File: src/rtl/address_unit_pkg.sv
// rtl/address_unit_pkg.sv - shared control-bit indices, latch states and addressing-mode codes
package addr_pkg;

    localparam int CTRL_PC_OUT = 3;
    localparam int CTRL_PC_INC = 2;
    localparam int CTRL_LDLO   = 1;
    localparam int CTRL_LDHI   = 0;

    typedef enum logic [1:0] {
        IDLE    = 2'd0,
        LO_HELD = 2'd1,
        FIXUP   = 2'd2,
        VALID   = 2'd3
    } addr_state_t;

    localparam logic [2:0] ADDR_MODE_IMP  = 3'd0;
    localparam logic [2:0] ADDR_MODE_ZP   = 3'd1;
    localparam logic [2:0] ADDR_MODE_ZPX  = 3'd2;
    localparam logic [2:0] ADDR_MODE_ABS  = 3'd3;
    localparam logic [2:0] ADDR_MODE_ABSX = 3'd4;
    localparam logic [2:0] ADDR_MODE_ABSY = 3'd5;
    localparam logic [2:0] ADDR_MODE_IND  = 3'd6;

endpackage

File: src/rtl/address_unit_pc_reg.sv
// rtl/address_unit_pc_reg.sv - 16-bit program counter with load, increment and reset vector
module pc_reg #(
    parameter logic [15:0] RESET_PC = 16'hFFFC
) (
    input  logic        i_clk,
    input  logic        i_rst,
    input  logic        i_inc,
    input  logic        i_load,
    input  logic [15:0] i_load_val,
    output logic [15:0] o_pc
);

    logic [15:0] r_pc;

    // A load (jump) takes precedence over a same-edge increment.
    always_ff @(posedge i_clk or posedge i_rst) begin
        if (i_rst) begin
            r_pc <= RESET_PC;
        end else if (i_load) begin
            r_pc <= i_load_val;
        end else if (i_inc) begin
            r_pc <= r_pc + 16'd1;
        end
    end

    assign o_pc = r_pc;

endmodule

File: src/rtl/address_unit.sv
// rtl/address_unit.sv - PC, operand address latch with indexed page-cross fixup, address bus mux
module address_unit
    import addr_pkg::*;
#(
    parameter logic [15:0] RESET_PC = 16'hFFFC
) (
    input  logic        i_clk,
    input  logic        i_rst,
    input  logic [3:0]  i_ctrl,
    input  logic [7:0]  i_data,
    input  logic        i_index_en,
    input  logic [7:0]  i_index,
    input  logic        i_jmp,
    output logic [15:0] o_addr,
    output logic [15:0] o_pc,
    output logic [15:0] o_ea,
    output logic        o_ea_valid,
    output logic        o_page_cross,
    output logic        o_busy
);

    addr_state_t r_state;
    logic [7:0]  r_adl;
    logic [7:0]  r_adh;
    logic        r_carry;
    logic        r_page_cross;

    logic        w_pc_out;
    logic        w_pc_inc;
    logic        w_ldlo;
    logic        w_ldhi;
    logic [7:0]  w_index_add;
    logic [8:0]  w_sum;
    logic        w_jmp_ok;
    logic [15:0] w_ea;

    assign w_pc_out    = i_ctrl[CTRL_PC_OUT];
    assign w_pc_inc    = i_ctrl[CTRL_PC_INC];
    assign w_ldlo      = i_ctrl[CTRL_LDLO];
    assign w_ldhi      = i_ctrl[CTRL_LDHI] & ~w_ldlo;
    assign w_index_add = i_index_en ? i_index : 8'h00;
    assign w_sum       = {1'b0, i_data} + {1'b0, w_index_add};
    assign w_ea        = {r_adh, r_adl};
    assign w_jmp_ok    = i_jmp & (r_state == VALID);

    pc_reg #(
        .RESET_PC (RESET_PC)
    ) u_pc_reg (
        .i_clk      (i_clk),
        .i_rst      (i_rst),
        .i_inc      (w_pc_inc),
        .i_load     (w_jmp_ok),
        .i_load_val (w_ea),
        .o_pc       (o_pc)
    );

    always_ff @(posedge i_clk or posedge i_rst) begin
        if (i_rst) begin
            r_state      <= IDLE;
            r_adl        <= 8'h00;
            r_adh        <= 8'h00;
            r_carry      <= 1'b0;
            r_page_cross <= 1'b0;
        end else begin
            case (r_state)
                // The fixup cycle owns the latch: load strobes are dropped here.
                FIXUP: begin
                    r_adh   <= r_adh + 8'd1;
                    r_carry <= 1'b0;
                    r_state <= VALID;
                end
                default: begin
                    if (w_ldlo) begin
                        r_adl        <= w_sum[7:0];
                        r_carry      <= w_sum[8];
                        r_page_cross <= 1'b0;
                        r_state      <= LO_HELD;
                    end else if (w_ldhi) begin
                        r_adh <= i_data;
                        if (r_state == LO_HELD && r_carry) begin
                            r_page_cross <= 1'b1;
                            r_state      <= FIXUP;
                        end else begin
                            r_carry <= 1'b0;
                            r_state <= VALID;
                        end
                    end
                end
            endcase
        end
    end

    assign o_addr       = w_pc_out ? o_pc : w_ea;
    assign o_ea         = w_ea;
    assign o_ea_valid   = (r_state == VALID);
    assign o_page_cross = r_page_cross;
    assign o_busy       = (r_state == FIXUP);

endmodule

File: config.mk
export PLATFORM = sky130hd
export DESIGN_NAME = address_unit
export DESIGN_NICKNAME = d
export VERILOG_FILES = /design/src/rtl/address_unit_pkg.sv /design/src/rtl/address_unit_pc_reg.sv /design/src/rtl/address_unit.sv
export SDC_FILE = /design/constraint.sdc
export NUM_CORES = 1
export LEC_CHECK = 0
export CAP_MARGIN = 40
export CORE_ASPECT_RATIO = 0.7
export CORE_MARGIN = 5
export CORE_UTILIZATION = 43
export DETAILED_ROUTE_END_ITERATION = 8
export PLACE_DENSITY = 0.77
export REMOVE_ABC_BUFFERS = 1
export SKIP_CTS_REPAIR_TIMING = 1
export SYNTH_ARGS = -nofsm -noshare
export SYNTH_HDL_FRONTEND = slang
export SYNTH_HIERARCHICAL = 1
export SYNTH_SLANG_ARGS = --single-unit
File: constraint.sdc
create_clock -name i_clk -period 1.92 [get_ports i_clk]
set_clock_uncertainty 0.05 [all_clocks]
set_input_delay 0.576 -clock i_clk [delete_from_list [all_inputs] [get_ports i_clk]]
set_output_delay 0.576 -clock i_clk [all_outputs]
set_load 0.01 [all_outputs]
# Word-level counts from Yosys, hierarchy flattened
# Index checks and enable logic that the tools add are counted.
[totals]
regBits = 36
input_bits = 24
output_inout_bits = 51
word_cells = 46
[classes]
addsub = 3
eq_ne = 5
n_mux = 18
bitwise_logic = 4
reduce_logical = 10
[op_table]
columns = ["cell", "n"]
rows = [
  ["two-way mux 16 bit", 3],
  ["two-way mux 8 bit", 4],
  ["adder 16 x 1 -> 16 bit (second input constant)", 1],
  ["adder 8 x 8 -> 9 bit", 1],
  ["adder 8 x 1 -> 8 bit (second input constant)", 1],
  ["two-way mux 1 bit", 8],
  ["nonzero test 2 bit", 4],
  ["two-way mux 2 bit", 3],
  ["AND reduction 2 bit", 3],
  ["equality test 2 bit (second input constant)", 2],
  ["inequality test 3 bit (second input constant)", 1],
  ["AND reduction 3 bit", 1],
  ["nonzero test 3 bit", 1],
  ["AND 1 bit", 2],
  ["equality test 2 x 1 -> 1 bit (second input constant)", 1],
  ["inequality test 2 x 1 -> 1 bit (second input constant)", 1],
  ["inverter 1 bit", 2],
  ["logical AND 1 bit", 1],
]

# Logic depth before layout (Yosys ltp)
# Gate-level depths: netlist of the first run.
[depth]
depth_word = 6
ltp_mapped = 7
ltp_nobuf = 7

# Hierarchy
# The synthesis of the first run kept the hierarchy.
[by_module_without_submodules]
columns = ["module", "instances", "cells_each", "area_per_inst_um2", "seq_area_each_um2"]
rows = [
  ["address_unit", 1, 166, 1512.7, 500.5],
  ["pc_reg", 1, 101, 934.6, 417.9],
]

# Worst setup path before layout of the first run
# OpenSTA, ideal clock, no wires.
[synth_path]
path_kind = "input port to flip-flop"
start = "in i_index[0]"
end = "reg r_adl[6]"
setup_ns = 0.131
arrival_time_ns = 2.177
t_required_ns = 1.739
slack_ns = -0.438
path_stages = 7
n_path_buf = 0
path_cell_list = "and2_1 -> ha_1 -> fa_1 -> a211oi_1 -> o21bai_1 -> nor4bb_1 -> or3_1"
[synth_between]
elab_chain_len = 2
[synth_lines]
columns = ["item", "line_no", "rtl"]
rows = [
  ["start: declaration", "address_unit.sv:12", "input logic [7:0] i_index,"],
  ["two-way mux 8 bit", "address_unit.sv:41", "assign w_index_add = i_index_en ? i_index : 8'h00;"],
  ["adder 8 x 8 -> 9 bit", "address_unit.sv:42", "assign w_sum = {1'b0, i_data} + {1'b0, w_index_add};"],
  ["end signal: assignment", "address_unit.sv:74", "r_adl <= w_sum[7:0];"],
  ["end: declaration", "address_unit.sv:23", "logic [7:0] r_adl;"],
]
# Every way passes these cells.
# A chain may end at the register's enable or synchronous reset.

# Final worst setup path of the first run
[layout_path]
start = "in i_index_en"
end = "reg r_adl[7]"
[layout_between]
elab_chain_len = 2
[layout_lines]
columns = ["item", "line_no", "rtl"]
rows = [
  ["start: declaration", "address_unit.sv:11", "input logic i_index_en,"],
  ["two-way mux 8 bit", "address_unit.sv:41", ""],
  ["adder 8 x 8 -> 9 bit", "address_unit.sv:42", ""],
]
# Every way passes these cells.

==> results of run 1 <==
==> per-layer routing <==
layer  vias to the layer above  global-route usage (%)  wire [um]
li1                       1253                       -          -
met1                      1330                    28.4       3720
met2                       155                    35.1       4260
met3                        20                    5.92        699
met4                         0                    4.93        122
met5                         -                       0          0
==> worst max-delay path: cells and delay by family <==
family | cells | cell delay, ns
AOI/OAI and AO/OA | 3 | 0.74
buffers and inverters | 3 | 0.33
and+or+nand+nor | 2 | 0.26
adders and majority gates | 1 | 0.24
==> layout make-up <==
type	count	area [um^2]
tap	75	93.8
multi-input combinational	214	1610
clock buffer	5	68.8
sequential	36	921
clock inverter	3	42.5
timing repair buffer	147	1400
fill	373	1450
inverter	8	32.5
==> report_power, final <==
part           internal, mW  leakage (nW)  switching, mW
Clock                 0.384        0.0541          0.288
Combinational         0.952          1.71          0.849
Sequential            0.989         0.409          0.138
==> sequential cells by signal, indices dropped and copies added, names as in the netlist <==
signal         flops
u_pc_reg/o_pc     16
r_adh              8
r_adl              8
r_state            2
o_page_cross       1
r_carry            1
==> synth_stat cells (2+ instances only) <==
cell | count | area (um^2)
nor3_1 | 6 | 30.0
o21ai_1 | 4 | 20.0
dfstp_2 | 14 | 368
xor2_1 | 7 | 61.3
a31oi_1 | 2 | 12.5
o21a_1 | 2 | 15.0
a221o_1 | 2 | 20.0
o21ai_0 | 28 | 140
o31ai_1 | 2 | 15.0
nor4_2 | 3 | 37.5
a21o_1 | 2 | 15.0
mux2_2 | 19 | 214
dfrtp_1 | 22 | 551
ha_1 | 10 | 125
a21oi_1 | 10 | 50.1
and3_1 | 2 | 12.5
and2_1 | 9 | 56.3
nor2_1 | 12 | 45.0
nand4_1 | 8 | 50.1
nand2_1 | 38 | 143
a211oi_1 | 2 | 15.0
nor2b_1 | 2 | 12.5
nand3_1 | 8 | 40.0
buf_2 | 5 | 25.0
xnor2_1 | 10 | 87.6
mux2i_1 | 3 | 30.0
o211ai_1 | 2 | 15.0
inv_1 | 7 | 26.3
clkbuf_1 | 4 | 15.0
nor4_1 | 3 | 18.8
nand2b_1 | 2 | 12.5
==> cell families after synthesis <==
kind of cell | share of synthesized area, %
compound gates | 14.9
buf+inv | 2.97
mux | 9.97
simple gates | 22.6
flops | 37.5
fa+ha+maj | 5.93
xor+xnor | 6.08
==> worst max path at each step <==
stage,slack [ns],from,endpoint
2_1_floorplan,-0.45,i_index[0],r_adl[6]$_DFFE_PP0P_
3_3_place_gp,-0.90,i_index_en,r_adl[6]$_DFFE_PP0P_
3_5_place_dp,-0.95,i_index_en,r_adl[6]$_DFFE_PP0P_
4_1_cts,-0.81,i_ctrl[3],o_addr[7]
5_1_grt,-0.14,i_index_en,r_adl[7]$_DFFE_PP0P_
6_report,-0.09,i_index_en,r_adl[7]$_DFFE_PP0P_
==> reports/qor.csv, run 1 <==
stage,metric,value,unit
yosys,ys_ff_latch,36,
layout,layout_common_cells,"67 x buf_4, 43 x dlymetal6s2s_1, 38 x nand2_1",
global_route,first_global_vias,2564,
detailed_routing,first_pass_iters,6,
min_path,holdPathStages,1,
power,vdd_ir_drop_max,0.392,mV
min_path,min_path_type,reg2reg,
power,power_leakage,2.18,nW
layout,fin_cells,488,
sta,tns,-0.174,ns
detailed_routing,vias,2758,
die,rows,23,
detailed_routing,routed_via_density,5.65,
clock_tree,cts-htree-levels,2,
sta,hold_viol,0,
placement,port_buffers,74,
placement,gp_congestion,0.919,
placement,placed_cell_area,3750,um^2
power,p_per_area,865,nW/um^2
critical_path,critPathCaptureType,register,
layout,syn_to_final_growth,70.0,%
layout,num_antenna_cells,0,
clock_tree,cts_tree,done,
critical_path,required,2.06,ns
layout,layout.nets,447,
placement,dp_slack,-0.951,ns
critical_path,worst_r2r_endpoint,u_pc_reg/o_pc[11]$_DFFE_PP1P_,
global_route,grt-ovfl-total,0,
yosys,yosysWarnings,6,
clock_tree,insertion_delay,0.29,ns
detailed_routing,wirelength,8800,um
yosys,ys_seq_area_share,37.5,%
critical_path,crit_type,in2reg,
clock_tree,clkTransAtPathRegs,0.07,ns
sta,maxSlewHeadroom,73.5,%
sta,finalCriticalPeriod,2.01,ns
critical_path,crit_chain,buf_8 -> buf_6 -> and2_4 -> ha_4 -> buf_6 -> o211ai_1 -> nor3_2 -> o21a_1 -> o31ai_2,
power,finalPower,3.60,mW
detailed_routing,first_iter_violations,259,
clock_tree,cts.path.max_buffers,2,
critical_path,r2r_start,u_pc_reg/o_pc[4]$_DFFE_PP1P_,
yosys,async_flop_share,100,%
clock_tree,cts_sinks,36,
critical_path,reg2reg_depth,5,
sta,worst_pin_slew,0.396,ns
detailed_routing,drc,0,
detailed_routing,wl_per_cell,18.0,um
flow_run,cap_violations,0,
die,die_h,73.1,um
sta,hold_slack,0.491,ns
critical_path,cp_max_fo,4,
die,die_w,100,um
global_route,grtUsageTotal,21.4,%
yosys,post_synth.cell_area_avg,9.17,um^2
yosys,synth_cell_types,48,
critical_path,slowest_stage,o211ai_1,
global_route,grt_pass1_wl,12400,um
layout,drive_above_1_share,40.0,%
sta,setup_ws,-0.0879,ns
critical_path,max_stage_delay,0.26,ns
clock_tree,clock-root-buffer,clkbuf_8,
run_status,violations,setup timing,
sta,drv_slew,0,
layout,utilization,74.2,%
yosys,synth_edf_count,0,
run_status,status,finished with violations,
critical_path,start_kind,input pin,
die,core,5610,um^2
yosys,mappedNetlistArea,2450,um^2
detailed_routing,ant_nets,0,
sta,period_share,105,%
placement,post-dp-hpwl,5960,um
die,io_pins,75,
min_path,hp-start,r_state[1]$_DFFE_PP0P_,
die,start_util,43.6,%
min_path,whs_endpoint,r_state[1]$_DFFE_PP0P_,
sta,max_freq,498,MHz
global_route,antenna_found_initial,0,
global_route,grt_max_degree,21,
sta,rsz0062_at_grt,true,
yosys,ys_dominant_reg_cell,dfrtp_1,
layout,design_area,4160,um^2
clock_tree,cts_buffers,5,
sta,setup_viol,2,
yosys,synthCells,267,
layout,mostFrequentLayoutCell,buf_4,
critical_path,arrival,2.15,ns
die,dieArea,7320,um^2
critical_path,cpMostUsedCell,buf_6,
placement,placed_cells,471,
critical_path,r2r_slack,0.19,ns
Power figures use the tool's default switching activity.
==> run 2: changes to the inputs <==
Settings changed: ABC_AREA set to 1, CORE_UTILIZATION 43 to 49, PLACE_DENSITY 0.77 to 0.82.
Clock period 1.92 ns to 2.1 ns, I/O delays scaled along.
==> run 2 against run 1 <==
The run still ends with setup timing left; register-to-register slack improved by 0.34 ns; flip-flop and latch count did not move; cell area fell by 2.9%; non-clock buffer count fell by 27; sequential power barely moved; die area fell by 3.8%; via count rose by 9.6%; hold slack got worse by 0.042 ns; synthesized cell count rose by 40%; utilization rose by 2.7 points; critical path type is now in2out; largest power group unchanged.
==> reports/qor.csv, run 2 <==
stage,metric,value,unit
clock_tree,insertion_delay,0.29,ns
critical_path,arrival,1.55,ns
sta,maxSlewHeadroom,56.3,%
global_route,antenna_found_initial,0,
clock_tree,cts_sinks,36,
layout,syn_to_final_growth,51.3,%
sta,finalCriticalPeriod,2.23,ns
yosys,ys_ff_latch,36,
yosys,yosysWarnings,6,
yosys,post_synth.cell_area_avg,7.16,um^2
flow_run,cap_violations,0,
critical_path,crit_chain,buf_12 -> buf_12 -> buf_8 -> buf_6 -> mux2_4 -> buf_6,
global_route,grt-ovfl-total,0,
layout,design_area,4040,um^2
clock_tree,clkTransAtPathRegs,0.07,ns
layout,num_antenna_cells,0,
die,die_h,71.8,um
detailed_routing,routed_via_density,5.37,
yosys,synth_edf_count,0,
sta,period_share,106,%
global_route,top_usage_layer,met2,
layout,layout.nets,525,
yosys,ys_dominant_reg_cell,dfrtp_1,
placement,port_buffers,74,
placement,gp_congestion,0.928,
detailed_routing,wl_per_cell,15.7,um
die,core,5260,um^2
critical_path,crit_type,in2out,
yosys,synth_cell_types,37,
sta,worst_pin_slew,0.654,ns
critical_path,start_kind,input pin,
yosys,synthTopCellsByCount,"105 x nand2_1, 52 x inv_1, 31 x nand3_1",
global_route,grtUsageTotal,23.7,%
placement,dp_slack,-0.730,ns
yosys,ys_seq_area_share,34.4,%
min_path,min_path_type,reg2reg,
die,io_pins,75,
global_route,grt_pass1_wl,13600,um
detailed_routing,ant_nets,0,
die,rows,22,
sta,setup_ws,-0.128,ns
sta,setup_viol,5,
global_route,grtUsageMet3,5.64,%
yosys,yosysTopAreaCell,dfrtp_1,
sta,drv_slew,0,
layout,largest_register_ffs,16,
placement,placed_cells,544,
clock_tree,cts.path.max_buffers,2,
layout,drive_above_1_share,23.0,%
global_route,first_global_vias,2814,
sta,max_freq,449,MHz
clock_tree,cts_tree,done,
placement,placed_cell_area,3720,um^2
detailed_routing,vias,3022,
critical_path,required,1.42,ns
global_route,grt_use_met1,33.0,%
detailed_routing,first_iter_violations,224,
clock_tree,clock-root-buffer,clkbuf_8,
yosys,synth_area_leaders,"dfrtp_1 21%, nand2_1 15%, dfstp_2 14%",
critical_path,slowest_stage,mux2_4,
placement,post-dp-hpwl,6400,um
die,die_w,98.2,um
sta,hold_viol,0,
critical_path,critPathCaptureType,output port,
global_route,grt_max_degree,27,
sta,rsz0062_at_grt,true,
layout,mostFrequentLayoutCell,nand2_1,
die,dieArea,7050,um^2
detailed_routing,drc,0,
layout,fin_cells,563,
yosys,mappedNetlistArea,2670,um^2
critical_path,max_stage_delay,0.30,ns
yosys,synth_top_area_share,20.6,%
power,power_leakage,2.26,nW
detailed_routing,wirelength,8840,um
run_status,violations,setup timing,
critical_path,cp_max_fo,7,
clock_tree,cts-htree-levels,2,
yosys,synth.most_common_cell,nand2_1,
power,vdd_ir_drop_max,0.702,mV
sta,tns,-0.452,ns
power,p_per_area,800,nW/um^2
run_status,status,finished with violations,
layout,layout_common_cells,"104 x nand2_1, 52 x inv_1, 41 x buf_4",
clock_tree,cts_buffers,5,
yosys,async_flop_share,100,%
die,start_util,50.8,%
global_route,use_met2,37.6,%
yosys,synthCells,373,
detailed_routing,first_pass_iters,5,
run 2: changes by cell type after synthesis, sizes merged, moves of 9 or more:
cell / change
nand2: +75
inv: +48
nand3: +25
nor2: +16
a22oi: +13
mux2: -13
and2: -9
run 2: cell type report:
class,count,area [um^2]
Fill cell,386,1220
Multi-Input combinational cell,270,1500
Tap cell,72,90.1
Inverter,57,216
Timing Repair Buffer,120,1200
Clock buffer,6,72.6
Sequential cell,36,920
Clock inverter,2,35.0
run 2: path summary, 6_finish.rpt:
kind	from	end	slack (ns)	cells after the start
max	i_ctrl[3]	o_addr[4]	-0.13	6
min reg2reg	r_carry$_DFFE_PP0P_	r_carry$_DFFE_PP0P_	0.45	2
max reg2reg	r_state[0]$_DFFE_PP0P_	u_pc_reg/o_pc[13]$_DFFE_PP1P_	0.53	5
min in group asynchronous	i_rst	r_adh[0]$_DFFE_PP0P_	0.65	3
min	r_carry$_DFFE_PP0P_	r_carry$_DFFE_PP0P_	0.45	2
max in group asynchronous	i_rst	u_pc_reg/o_pc[6]$_DFFE_PP1P_	1.08	3
run 2: stage by stage:
step,hold WS [ns],power (mW),utilization [%]
3_3_place_gp,0.423,2.52,70.7
6_report,0.449,3.23,76.8
3_5_place_dp,0.438,2.55,70.7
4_1_cts,0.456,3.18,72.7
5_1_grt,0.475,3.42,76.8
2_1_floorplan,0.400,1.73,-
run 2: where the power goes:
group / total [mW] / switching, mW / internal, mW / leakage [nW]
Clock: 0.612 / 0.259 / 0.353 / 0.0552
Combinational: 1.52 / 0.732 / 0.784 / 1.80
Sequential: 1.10 / 0.197 / 0.908 / 0.409
Total: 3.23 / 1.19 / 2.04 / 2.26
run 2: per-layer routing:
layer,vias to the layer above,part of all wire (%)
met5,-,0
met2,164,45
li1,1440,-
met4,0,1.6
met3,20,9.5
met1,1398,44
run 2: logic make-up (layout without fill, tap and decap cells):
group / after synthesis / after routing / synth area share (%)
simple gates: 183 / 183 / 30.7
buf+inv: 67 / 185 / 10.4
compound gates: 62 / 62 / 13.9
flops: 36 / 36 / 34.4
fa+ha+maj: 11 / 11 / 5.44
xor+xnor: 8 / 8 / 2.62
mux: 6 / 6 / 2.53
run 2: critical path, delay by kind of cell:
family	cells	cell delay [ns]
muxes	1	0.30
buffers and inverters	5	0.61
